File: src/rtl/ring_osc_sched_pkg.sv
// Shared types and constants for the ring-oscillator timer scheduler.
package ring_osc_sched_pkg;

    typedef enum logic [2:0] {
        StIdle,
        StArm,
        StMeasure,
        StSettle,
        StReport
    } state_e;

    localparam int unsigned TMR_OUT_W      = 8;
    localparam int unsigned FINE_W         = 6;
    localparam int unsigned SAVED_BIT      = 7;
    localparam int unsigned STROBE_BIT_IDX = 6;

endpackage

File: src/rtl/ring_osc_rr_arb.sv
// Round-robin arbiter: grants the first requester at or after the pointer, wrapping.
module ring_osc_rr_arb #(
    parameter int unsigned N_REQ = 4
) (
    input  logic                     clk,
    input  logic                     rst_n,
    input  logic [N_REQ-1:0]         i_req,
    input  logic                     i_update,
    output logic [N_REQ-1:0]         o_gnt,
    output logic [$clog2(N_REQ)-1:0] o_gnt_idx,
    output logic                     o_gnt_valid
);

    localparam int unsigned IDX_W = $clog2(N_REQ);

    logic [IDX_W-1:0] r_ptr;
    logic [IDX_W-1:0] w_cand;
    logic [IDX_W-1:0] w_idx;
    logic             w_found;

    // Scan from the farthest offset down so the nearest requester is the last one kept.
    always_comb begin
        w_found = 1'b0;
        w_idx   = '0;
        w_cand  = '0;
        for (int i = N_REQ - 1; i >= 0; i--) begin
            w_cand = IDX_W'((int'(r_ptr) + i) % int'(N_REQ));
            if (i_req[w_cand]) begin
                w_found = 1'b1;
                w_idx   = w_cand;
            end
        end
    end

    always_ff @(posedge clk or negedge rst_n) begin
        if (!rst_n) begin
            r_ptr <= '0;
        end else if (i_update && w_found) begin
            r_ptr <= (w_idx == IDX_W'(N_REQ - 1)) ? '0 : w_idx + 1'b1;
        end
    end

    assign o_gnt       = w_found ? (N_REQ'(1) << w_idx) : '0;
    assign o_gnt_idx   = w_idx;
    assign o_gnt_valid = w_found;

endmodule

File: src/rtl/ring_osc_sched.sv
// Shares one ring-oscillator edge timer among N_REQ channels: arbitrate, arm, measure,
// settle, and report {coarse, fine} through a valid/ready handshake.
module ring_osc_sched
    import ring_osc_sched_pkg::*;
#(
    parameter int unsigned N_REQ         = 4,
    parameter int unsigned ARM_CYCLES    = 4,
    parameter int unsigned COARSE_W      = 10,
    parameter int unsigned SETTLE_CYCLES = 3
) (
    input  logic                     clk,
    input  logic                     rst_n,
    input  logic [N_REQ-1:0]         req,
    input  logic [N_REQ-1:0]         chan_sig,
    output logic [N_REQ-1:0]         gnt,
    output logic [$clog2(N_REQ)-1:0] tmr_sel,
    output logic                     tmr_slow_clk,
    output logic                     tmr_enable,
    input  logic [TMR_OUT_W-1:0]     tmr_out,
    output logic                     res_valid,
    input  logic                     res_ready,
    output logic [$clog2(N_REQ)-1:0] res_id,
    output logic [COARSE_W-1:0]      res_coarse,
    output logic [FINE_W-1:0]        res_fine,
    output logic                     res_timeout
);

    localparam int unsigned SEL_W   = $clog2(N_REQ);
    localparam int unsigned CNT_MAX = (ARM_CYCLES > SETTLE_CYCLES) ? ARM_CYCLES : SETTLE_CYCLES;
    localparam int unsigned CNT_W   = $clog2(CNT_MAX + 1);
    localparam logic [COARSE_W-1:0] COARSE_LIMIT = '1;

    state_e               r_state, w_state_nxt;
    logic [N_REQ-1:0]     r_gnt, w_gnt_nxt;
    logic [SEL_W-1:0]     r_sel, w_sel_nxt;
    logic [CNT_W-1:0]     r_cnt, w_cnt_nxt;
    logic [COARSE_W-1:0]  r_coarse, w_coarse_nxt;
    logic                 r_timeout, w_timeout_nxt;
    logic [FINE_W-1:0]    r_fine, w_fine_nxt;

    logic                 r_sig_meta, r_sig_sync;
    logic [TMR_OUT_W-1:0] r_tmr_meta, r_tmr_sync;

    logic [N_REQ-1:0]     w_arb_gnt;
    logic [SEL_W-1:0]     w_arb_idx;
    logic                 w_arb_valid;
    logic                 w_arb_update;
    logic                 w_edge;
    logic                 w_slow_clk, w_enable, w_valid;

    ring_osc_rr_arb #(
        .N_REQ (N_REQ)
    ) u_arb (
        .clk         (clk),
        .rst_n       (rst_n),
        .i_req       (req),
        .i_update    (w_arb_update),
        .o_gnt       (w_arb_gnt),
        .o_gnt_idx   (w_arb_idx),
        .o_gnt_valid (w_arb_valid)
    );

    always_ff @(posedge clk or negedge rst_n) begin
        if (!rst_n) begin
            r_sig_meta <= 1'b0;
            r_sig_sync <= 1'b0;
            r_tmr_meta <= '0;
            r_tmr_sync <= '0;
        end else begin
            r_sig_meta <= chan_sig[r_sel];
            r_sig_sync <= r_sig_meta;
            r_tmr_meta <= tmr_out;
            r_tmr_sync <= r_tmr_meta;
        end
    end

    assign w_edge = r_sig_sync != r_tmr_sync[SAVED_BIT];

    always_comb begin
        w_state_nxt   = r_state;
        w_gnt_nxt     = r_gnt;
        w_sel_nxt     = r_sel;
        w_cnt_nxt     = r_cnt;
        w_coarse_nxt  = r_coarse;
        w_timeout_nxt = r_timeout;
        w_fine_nxt    = r_fine;
        w_arb_update  = 1'b0;
        w_slow_clk    = 1'b0;
        w_enable      = 1'b0;
        w_valid       = 1'b0;
        case (r_state)
            StIdle: begin
                if (w_arb_valid) begin
                    w_arb_update = 1'b1;
                    w_gnt_nxt    = w_arb_gnt;
                    w_sel_nxt    = w_arb_idx;
                    w_cnt_nxt    = '0;
                    w_state_nxt  = StArm;
                end
            end
            StArm: begin
                w_enable     = 1'b1;
                w_coarse_nxt = '0;
                if (r_cnt == CNT_W'(ARM_CYCLES - 1)) begin
                    w_cnt_nxt   = '0;
                    w_state_nxt = StMeasure;
                end else begin
                    w_cnt_nxt = r_cnt + 1'b1;
                end
            end
            StMeasure: begin
                w_slow_clk = 1'b1;
                w_enable   = 1'b1;
                // An edge on the limit cycle still counts as a real measurement.
                if (w_edge) begin
                    w_timeout_nxt = 1'b0;
                    w_cnt_nxt     = '0;
                    w_state_nxt   = StSettle;
                end else if (r_tmr_sync[STROBE_BIT_IDX] || (r_coarse == COARSE_LIMIT)) begin
                    w_timeout_nxt = 1'b1;
                    w_cnt_nxt     = '0;
                    w_state_nxt   = StSettle;
                end else begin
                    w_coarse_nxt = r_coarse + 1'b1;
                end
            end
            StSettle: begin
                w_slow_clk = 1'b1;
                w_enable   = !r_timeout;
                if (r_cnt == CNT_W'(SETTLE_CYCLES - 1)) begin
                    w_fine_nxt  = r_tmr_sync[FINE_W-1:0];
                    w_state_nxt = StReport;
                end else begin
                    w_cnt_nxt = r_cnt + 1'b1;
                end
            end
            StReport: begin
                w_valid = 1'b1;
                if (res_ready) begin
                    w_gnt_nxt   = '0;
                    w_state_nxt = StIdle;
                end
            end
            default: w_state_nxt = StIdle;
        endcase
    end

    always_ff @(posedge clk or negedge rst_n) begin
        if (!rst_n) begin
            r_state   <= StIdle;
            r_gnt     <= '0;
            r_sel     <= '0;
            r_cnt     <= '0;
            r_coarse  <= '0;
            r_timeout <= 1'b0;
            r_fine    <= '0;
        end else begin
            r_state   <= w_state_nxt;
            r_gnt     <= w_gnt_nxt;
            r_sel     <= w_sel_nxt;
            r_cnt     <= w_cnt_nxt;
            r_coarse  <= w_coarse_nxt;
            r_timeout <= w_timeout_nxt;
            r_fine    <= w_fine_nxt;
        end
    end

    // Timer controls decode straight from state so reset forces the latch phase at once.
    assign gnt          = r_gnt;
    assign tmr_sel      = r_sel;
    assign tmr_slow_clk = w_slow_clk;
    assign tmr_enable   = w_enable;
    assign res_valid    = w_valid;
    assign res_id       = r_sel;
    assign res_coarse   = r_coarse;
    assign res_fine     = r_fine;
    assign res_timeout  = r_timeout;

endmodule

File: config.mk
export PLATFORM = sky130hd
export DESIGN_NAME = ring_osc_sched
export DESIGN_NICKNAME = d
export VERILOG_FILES = /design/src/rtl/ring_osc_sched_pkg.sv /design/src/rtl/ring_osc_rr_arb.sv /design/src/rtl/ring_osc_sched.sv
export SDC_FILE = /design/constraint.sdc
export NUM_CORES = 1
export LEC_CHECK = 0
export BUFFER_PORTS_ARGS = -buffer_cell sky130_fd_sc_hd__buf_2
export CAP_MARGIN = 10
export CORE_MARGIN = 1.5
export CORE_UTILIZATION = 45
export CTS_CLUSTER_DIAMETER = 200
export CTS_CLUSTER_SIZE = 10
export DETAILED_ROUTE_END_ITERATION = 8
export PLACE_DENSITY = 0.78
export SLEW_MARGIN = 20
export SYNTH_ARGS = -nofsm -noshare
export SYNTH_HDL_FRONTEND = slang
export SYNTH_HIERARCHICAL = 1
export SYNTH_SLANG_ARGS = --single-unit
File: constraint.sdc
create_clock -name clk -period 2.55 [get_ports clk]
set_input_delay 0 -clock clk [delete_from_list [all_inputs] [get_ports clk]]
set_output_delay 0 -clock clk [all_outputs]
set_load 0.03 [all_outputs]
---- Word level (Yosys, flattened, before mapping) ----
Cells that the tools add are included.
word-level totals
  input bits .............................. 19
  output and inout bits ................... 28
  register bits ........................... 49
operators by class
  order comparisons ....................... 5
  add/subtract/negate cells ............... 6
  shift-type cells ........................ 1
  multiplexer cells ....................... 45
  reductions and logical operators ........ 17
  eq/ne operators ......................... 17
operator list
  operator                                                                      number
  3-bit two-way mux                                                             11
  10-bit two-way mux                                                            2
  10-bit one-hot mux with 2 select lines                                        1
  2-bit by 3-bit less-than comparator with 1-bit output, second input constant  5
  1-bit two-way mux                                                             15
  3-bit one-hot mux with 5 select lines                                         1
  3-bit by 2-bit == test with 1-bit output, second input constant               4
  2-bit != test, second input constant                                          6
  3-bit one-hot mux with 4 select lines                                         1
  10-bit by 1-bit adder with 10-bit output, second input constant               1
  1-bit binary-select mux with 2-bit select                                     5
  10-bit == test, second input constant                                         1
  2-bit two-way mux                                                             5
  4-bit two-way mux                                                             2
  4-bit one-hot mux with 2 select lines                                         1
  2-bit AND reduction                                                           3
  3-bit AND reduction                                                           2
  2-bit nonzero test                                                            3
  5-bit AND reduction                                                           1
  2-bit by 1-bit adder with 2-bit output, second input constant                 2
  2-bit adder, second input constant                                            2
  4-bit AND reduction                                                           1
  4-bit nonzero test                                                            1
  2-bit OR reduction                                                            2
  13 further kinds                                                              13

---- Longest topological paths before layout ----
  word-level depth ........................ 10
  gate-level depth with buffers ........... 7

---- Cells and area by module ----
The synthesis kept the hierarchy.
by module, submodules not included
  module           sequential area each (µm²)  times used  cells each  area an instance (µm²)
  ring_osc_sched   1176.1                      1           178         2049.5
  ring_osc_rr_arb  50.0                        1           26          269.0

---- Worst setup path before layout ----
Ideal clock, no wire load.
  kind .................................... register to register
  from .................................... register r_coarse[0] (netlist: res_coarse[0])
  to ...................................... register r_coarse[8] (netlist: res_coarse[8])
  path slack .............................. 0.703 ns
  cell stages (with the launch flop) ...... 6
  setup time .............................. 0.068 ns
  period minus slack after synthesis ...... 1.847 ns
  data required time ...................... 2.482 ns
  arrival time ............................ 1.779 ns
  buffers on the path ..................... 0
  path through ............................ dfrtp_1 -> ha_1 -> nand3_1 -> or2_2 -> or4_1 -> nand2_1
on the way
  word-level cells in the longest chain between the ends .. 4
RTL lines
  element                                                                               line                                          source
  start: declaration                                                                    ring_osc_sched.sv:37                          logic [COARSE_W-1:0] r_coarse, w_coarse_nxt;
  start signal: assignment                                                              ring_osc_sched.sv:162                         r_coarse <= w_coarse_nxt;
  10-bit by 1-bit adder with 10-bit output / 10-bit == test (equally long branches)     ring_osc_sched.sv:124, ring_osc_sched.sv:119
  10-bit two-way mux / 1-bit logical OR (equally long branches)                         ring_osc_sched.sv:119                         end else if (r_tmr_sync[STROBE_BIT_IDX] || (r_coarse == COARSE_LIMIT)) begin
  10-bit two-way mux / 2-bit != test (equally long branches)                            n/a
  10-bit one-hot mux with 2 select lines / 3-bit AND reduction (equally long branches)  n/a
Parallel ways exist; a longest one is shown, timed or not. The select of a mux whose other input is x is not followed.
A chain may end at the register's enable or synchronous reset.

---- Worst setup path in the final report ----
  from .................................... register u_arb.r_ptr[1]
  to ...................................... register r_gnt[3] (netlist: gnt[3])
on the way
  word-level cells in the longest chain between the ends .. 10
RTL lines
  element                                          line                   source
  start: declaration                               ring_osc_rr_arb.sv:16  logic [IDX_W-1:0] r_ptr;
  start signal: assignment                         ring_osc_rr_arb.sv:39  r_ptr <= (w_idx == IDX_W'(N_REQ - 1)) ? '0 : w_idx + 1'b1;
  2-bit adder                                      ring_osc_rr_arb.sv:27  w_cand = IDX_W'((int'(r_ptr) + i) % int'(N_REQ));
  1-bit binary-select mux with 2-bit select        ring_osc_rr_arb.sv:28  if (i_req[w_cand]) begin
  1-bit two-way mux (not written as such)          ring_osc_rr_arb.sv:28
  2-bit two-way mux (3 in a row)                   ring_osc_rr_arb.sv:28
  2-bit two-way mux (*)                            ring_osc_rr_arb.sv:28
  via w_arb_idx[0]                                 ring_osc_sched.sv:45   logic [SEL_W-1:0] w_arb_idx;
  1-bit by 2-bit << shifter with 4-bit output (*)  ring_osc_rr_arb.sv:43  assign o_gnt = w_found ? (N_REQ'(1) << w_idx) : '0;
  via w_arb_gnt[3]                                 ring_osc_sched.sv:44   logic [N_REQ-1:0] w_arb_gnt;
  4-bit two-way mux (*)                            ring_osc_sched.sv:93   if (w_arb_valid) begin
  4-bit one-hot mux with 2 select lines (*)        ring_osc_sched.sv:91   case (r_state)
  end signal: assignment                           ring_osc_sched.sv:159  r_gnt <= w_gnt_nxt;
  end: declaration                                 ring_osc_sched.sv:34   logic [N_REQ-1:0] r_gnt, w_gnt_nxt;
The timed path passes the listed nets; every way through them passes the cells marked *. The select of a mux whose other input is x is not followed.

==> metrics.txt <==
P_sw=~0.0011 W; max-cap viol count=0; Comb pwr share=approximately two fifths; top_reg_cell synth=dfrtp_1; share of the synthesized area in the top cell type=between 50% and 60%; post-layout power=0.00273 W; Sw Share=approximately two fifths; synth unique cells=between 50 and 60; Buffers on Ports=46; initial antenna violation count=0; share of cells above drive strength 1=31.6%; CTS Buf Count=5; WP data required=between 2 and 3 ns; cell area power density=about 1000 nW/um^2; total track usage=17.2%; global route total overflow=0; Setup Skew=between 0.006 and 0.007 ns; Clock Tree Root=clkbuf_8; critical path arrival=approximately 2.2 ns; Yosys top cell by area=dfrtp_1; CP Launch Type=flip-flop; status=complete, no violations; crit end category=flip-flop; Fmax=0.508 GHz; final setup TNS=0 ns; gpl congestion=~0.8; Starting Density=a little under half; Peak VDD IR=867 uV; Detailed Route WL=~4.4 mm; top cells by count, synth=dfrtp_1, nand2_1, o21ai_0; Final nets=between 200 and 300; Min Hold Slack=0.0167 ns; Pre-Repair DR Iteration Count=4; final period utilization=77.2%; pin count of the biggest net entering global routing=50; Yosys warnings=6; setup violation total in the final timing report=0; Rel. slew slack=between 50% and 60%; Via Count=approximately 1700; HPWL Detailed=slightly above 3 mm; sequential power share=41.7%; Detail Route Antenna Nets=0; P&R area growth vs syn=21.2%; post-route minimum period=around 2 ns; post-cts resize count=0; Slew @ Worst Pin=~0.6 ns; placed inst area=roughly 2600 sq um; Clock Sink Count=49; fin area=2810 sq um; fin. max-slew vios=0; Tightest Hold Check Type=primary input to flip-flop; die width=74.8 um; mean area per synthesized cell=between 10 and 15 sq um; die height=74.8 um; Row Count=25; ant diodes=0; vias in the first global route=1646; RSZ-0062 raised after global routing=false; WL/cell=roughly 13 um; sequential share of the synthesized area=a little over half; Non-Filler Instances=330; CP Max Fanout=7; top cells by area, synth=dfrtp_1, ha_1, mux2_2, o21ai_0, a21oi_1; Synthesized Nets=232; CTS HTree Levels=2; Fin. Hold Viols=0; area of the mapped netlist=between 2000 and 2500 sq um; Setup Crit Path Kind=flip-flop to flip-flop; dpl cells=a little over 300; first-pass GRT wire length=7.29 mm; Initial DRC Count=68; core box area=approximately 4800 sq um; Async SR Flop Fraction=100%; Pint=approximately 0.0016 W; Clk network pwr share=between 15 and 20%; Die Area=~5600 sq um; leakage power=1.33 nW; clk slew on worst S/H paths=0.10 ns; Yosys reg bits=49; Clock Latency Late Sink=around 0.31 ns; routed vias/inst=between 5 and 6; most frequent cell after synthesis=dfrtp_1; clock buffer depth=2; I/O pins=47; number of synthesized flops with an enable pin=0; CTS tree=yes; drt drc=0; cell count after synthesis=just over 200
==> worst paths after layout <==
| path | startpoint | endpoint | slack [ns] | depth (start not counted) |
|---|---|---|---|---|
| hold / removal | chan_sig[0] | r_sig_meta | 0.02 | 2 |
| hold reg to reg | r_tmr_meta[0] | r_tmr_sync[0] | 0.36 | 0 |
| max in group asynchronous | rst_n | gnt[0] | 1.89 | 2 |
| min in group asynchronous | rst_n | r_state[2] | 0.22 | 2 |
| setup / recovery | u_arb/r_ptr[1] | gnt[3] | 0.58 | 7 |
| setup reg to reg | u_arb/r_ptr[1] | gnt[3] | 0.58 | 7 |
==> registers in the layout (all words and copies together) (netlist names), 2 cells and up <==
| signal | flops |
|---|---|
| res_coarse | 10 |
| r_tmr_meta | 8 |
| r_tmr_sync | 8 |
| res_fine | 6 |
| gnt | 4 |
| r_cnt | 3 |
| r_state | 3 |
| res_id | 2 |
| u_arb/r_ptr | 2 |
==> power by group through the flow <==
stage | Clock (W) | Sequential (W) | Combinational, W
6_report | 0.000483 | 0.00114 | 0.00111
5_1_grt | 0.000531 | 0.00117 | 0.00122
4_1_cts | 0.000505 | 0.00114 | 0.00112
3_5_place_dp | 0 | 0.00116 | 0.00109
3_3_place_gp | 0 | 0.00115 | 0.00108
2_1_floorplan | 0 | 0.00129 | 0.000666
==> logic make-up (layout without fill, tap and decap cells) <==
kind of cell             Yosys count  after routing  synth area share (%)
adder cells (fa/ha/maj)            9              9                  4.86
AO/OA/AOI/OAI                     41             41                  11.7
multiplexers                      14             14                  7.45
XOR/XNOR                           3              3                  1.13
flip-flops                        49             49                  52.9
buffers and inverters             18             77                  3.78
AND/OR/NAND/NOR                   70             70                  18.2
==> worst max-delay path, cell delays in order (launching register included) <==
cell	delay, ns
dfrtp_1	0.46
or3b_2	0.49
o221ai_1	0.15
inv_1	0.14
ha_1	0.22
and2_2	0.16
a31oi_1	0.14
o21ai_0	0.08
==> cell usage in the layout, fill, tap and decap left out, types with 2 or more instances in the layout <==
master / synthesis / routed
o21ai_0: 10 / 10
dlygate4sd3_1: 0 / 11
nor2_1: 8 / 8
inv_6: 0 / 3
or2_2: 2 / 2
xnor2_1: 2 / 2
a31oi_1: 4 / 4
buf_4: 2 / 4
and3_1: 5 / 5
a31o_2: 2 / 2
nand4_1: 3 / 3
and3b_1: 2 / 2
mux2i_1: 3 / 3
mux2_2: 8 / 8
nor2b_1: 6 / 6
nand3_1: 8 / 8
buf_2: 4 / 45
or3_1: 3 / 3
ha_1: 9 / 9
nand2_1: 11 / 11
o22ai_1: 2 / 2
and2_2: 4 / 4
or4_1: 2 / 2
mux2_4: 2 / 2
inv_1: 9 / 9
a21oi_1: 9 / 9
clkbuf_8: 0 / 5
nor3_1: 6 / 6
dfrtp_1: 49 / 49
==> metal layers <==
metal,vias up,global-route usage [%],wire (um)
li1,849,-,-
met3,7,3.88,160
met2,37,29.3,2160
met4,0,6.46,67
met5,-,0,0
met1,841,21.6,2040
==> repair_timing <==
action,in CTS,in global routing
setup buffers,0,0
hold endpoints to repair,59,0
hold buffers,11,0
==> metrics by stage <==
step / setup slack [ns] / util [%]
after detailed placement: 0.579 / 53.7
after floorplan: 0.703 / -
after global routing: 0.508 / 57.9
after global placement: 0.675 / 53.7
after CTS: 0.567 / 57.9
final: 0.581 / 57.9
==> area by class of cell <==
| class | count | area, sq um |
|---|---|---|
| multi-input combinational | 137 | 1000 |
| clock inverter | 3 | 26.3 |
| clock buffer | 5 | 68.8 |
| tap | 67 | 83.8 |
| sequential | 49 | 1230 |
| fill | 405 | 2040 |
| inverter | 9 | 33.8 |
| timing repair buffer | 60 | 365 |
(Power assumes the default switching activity.)
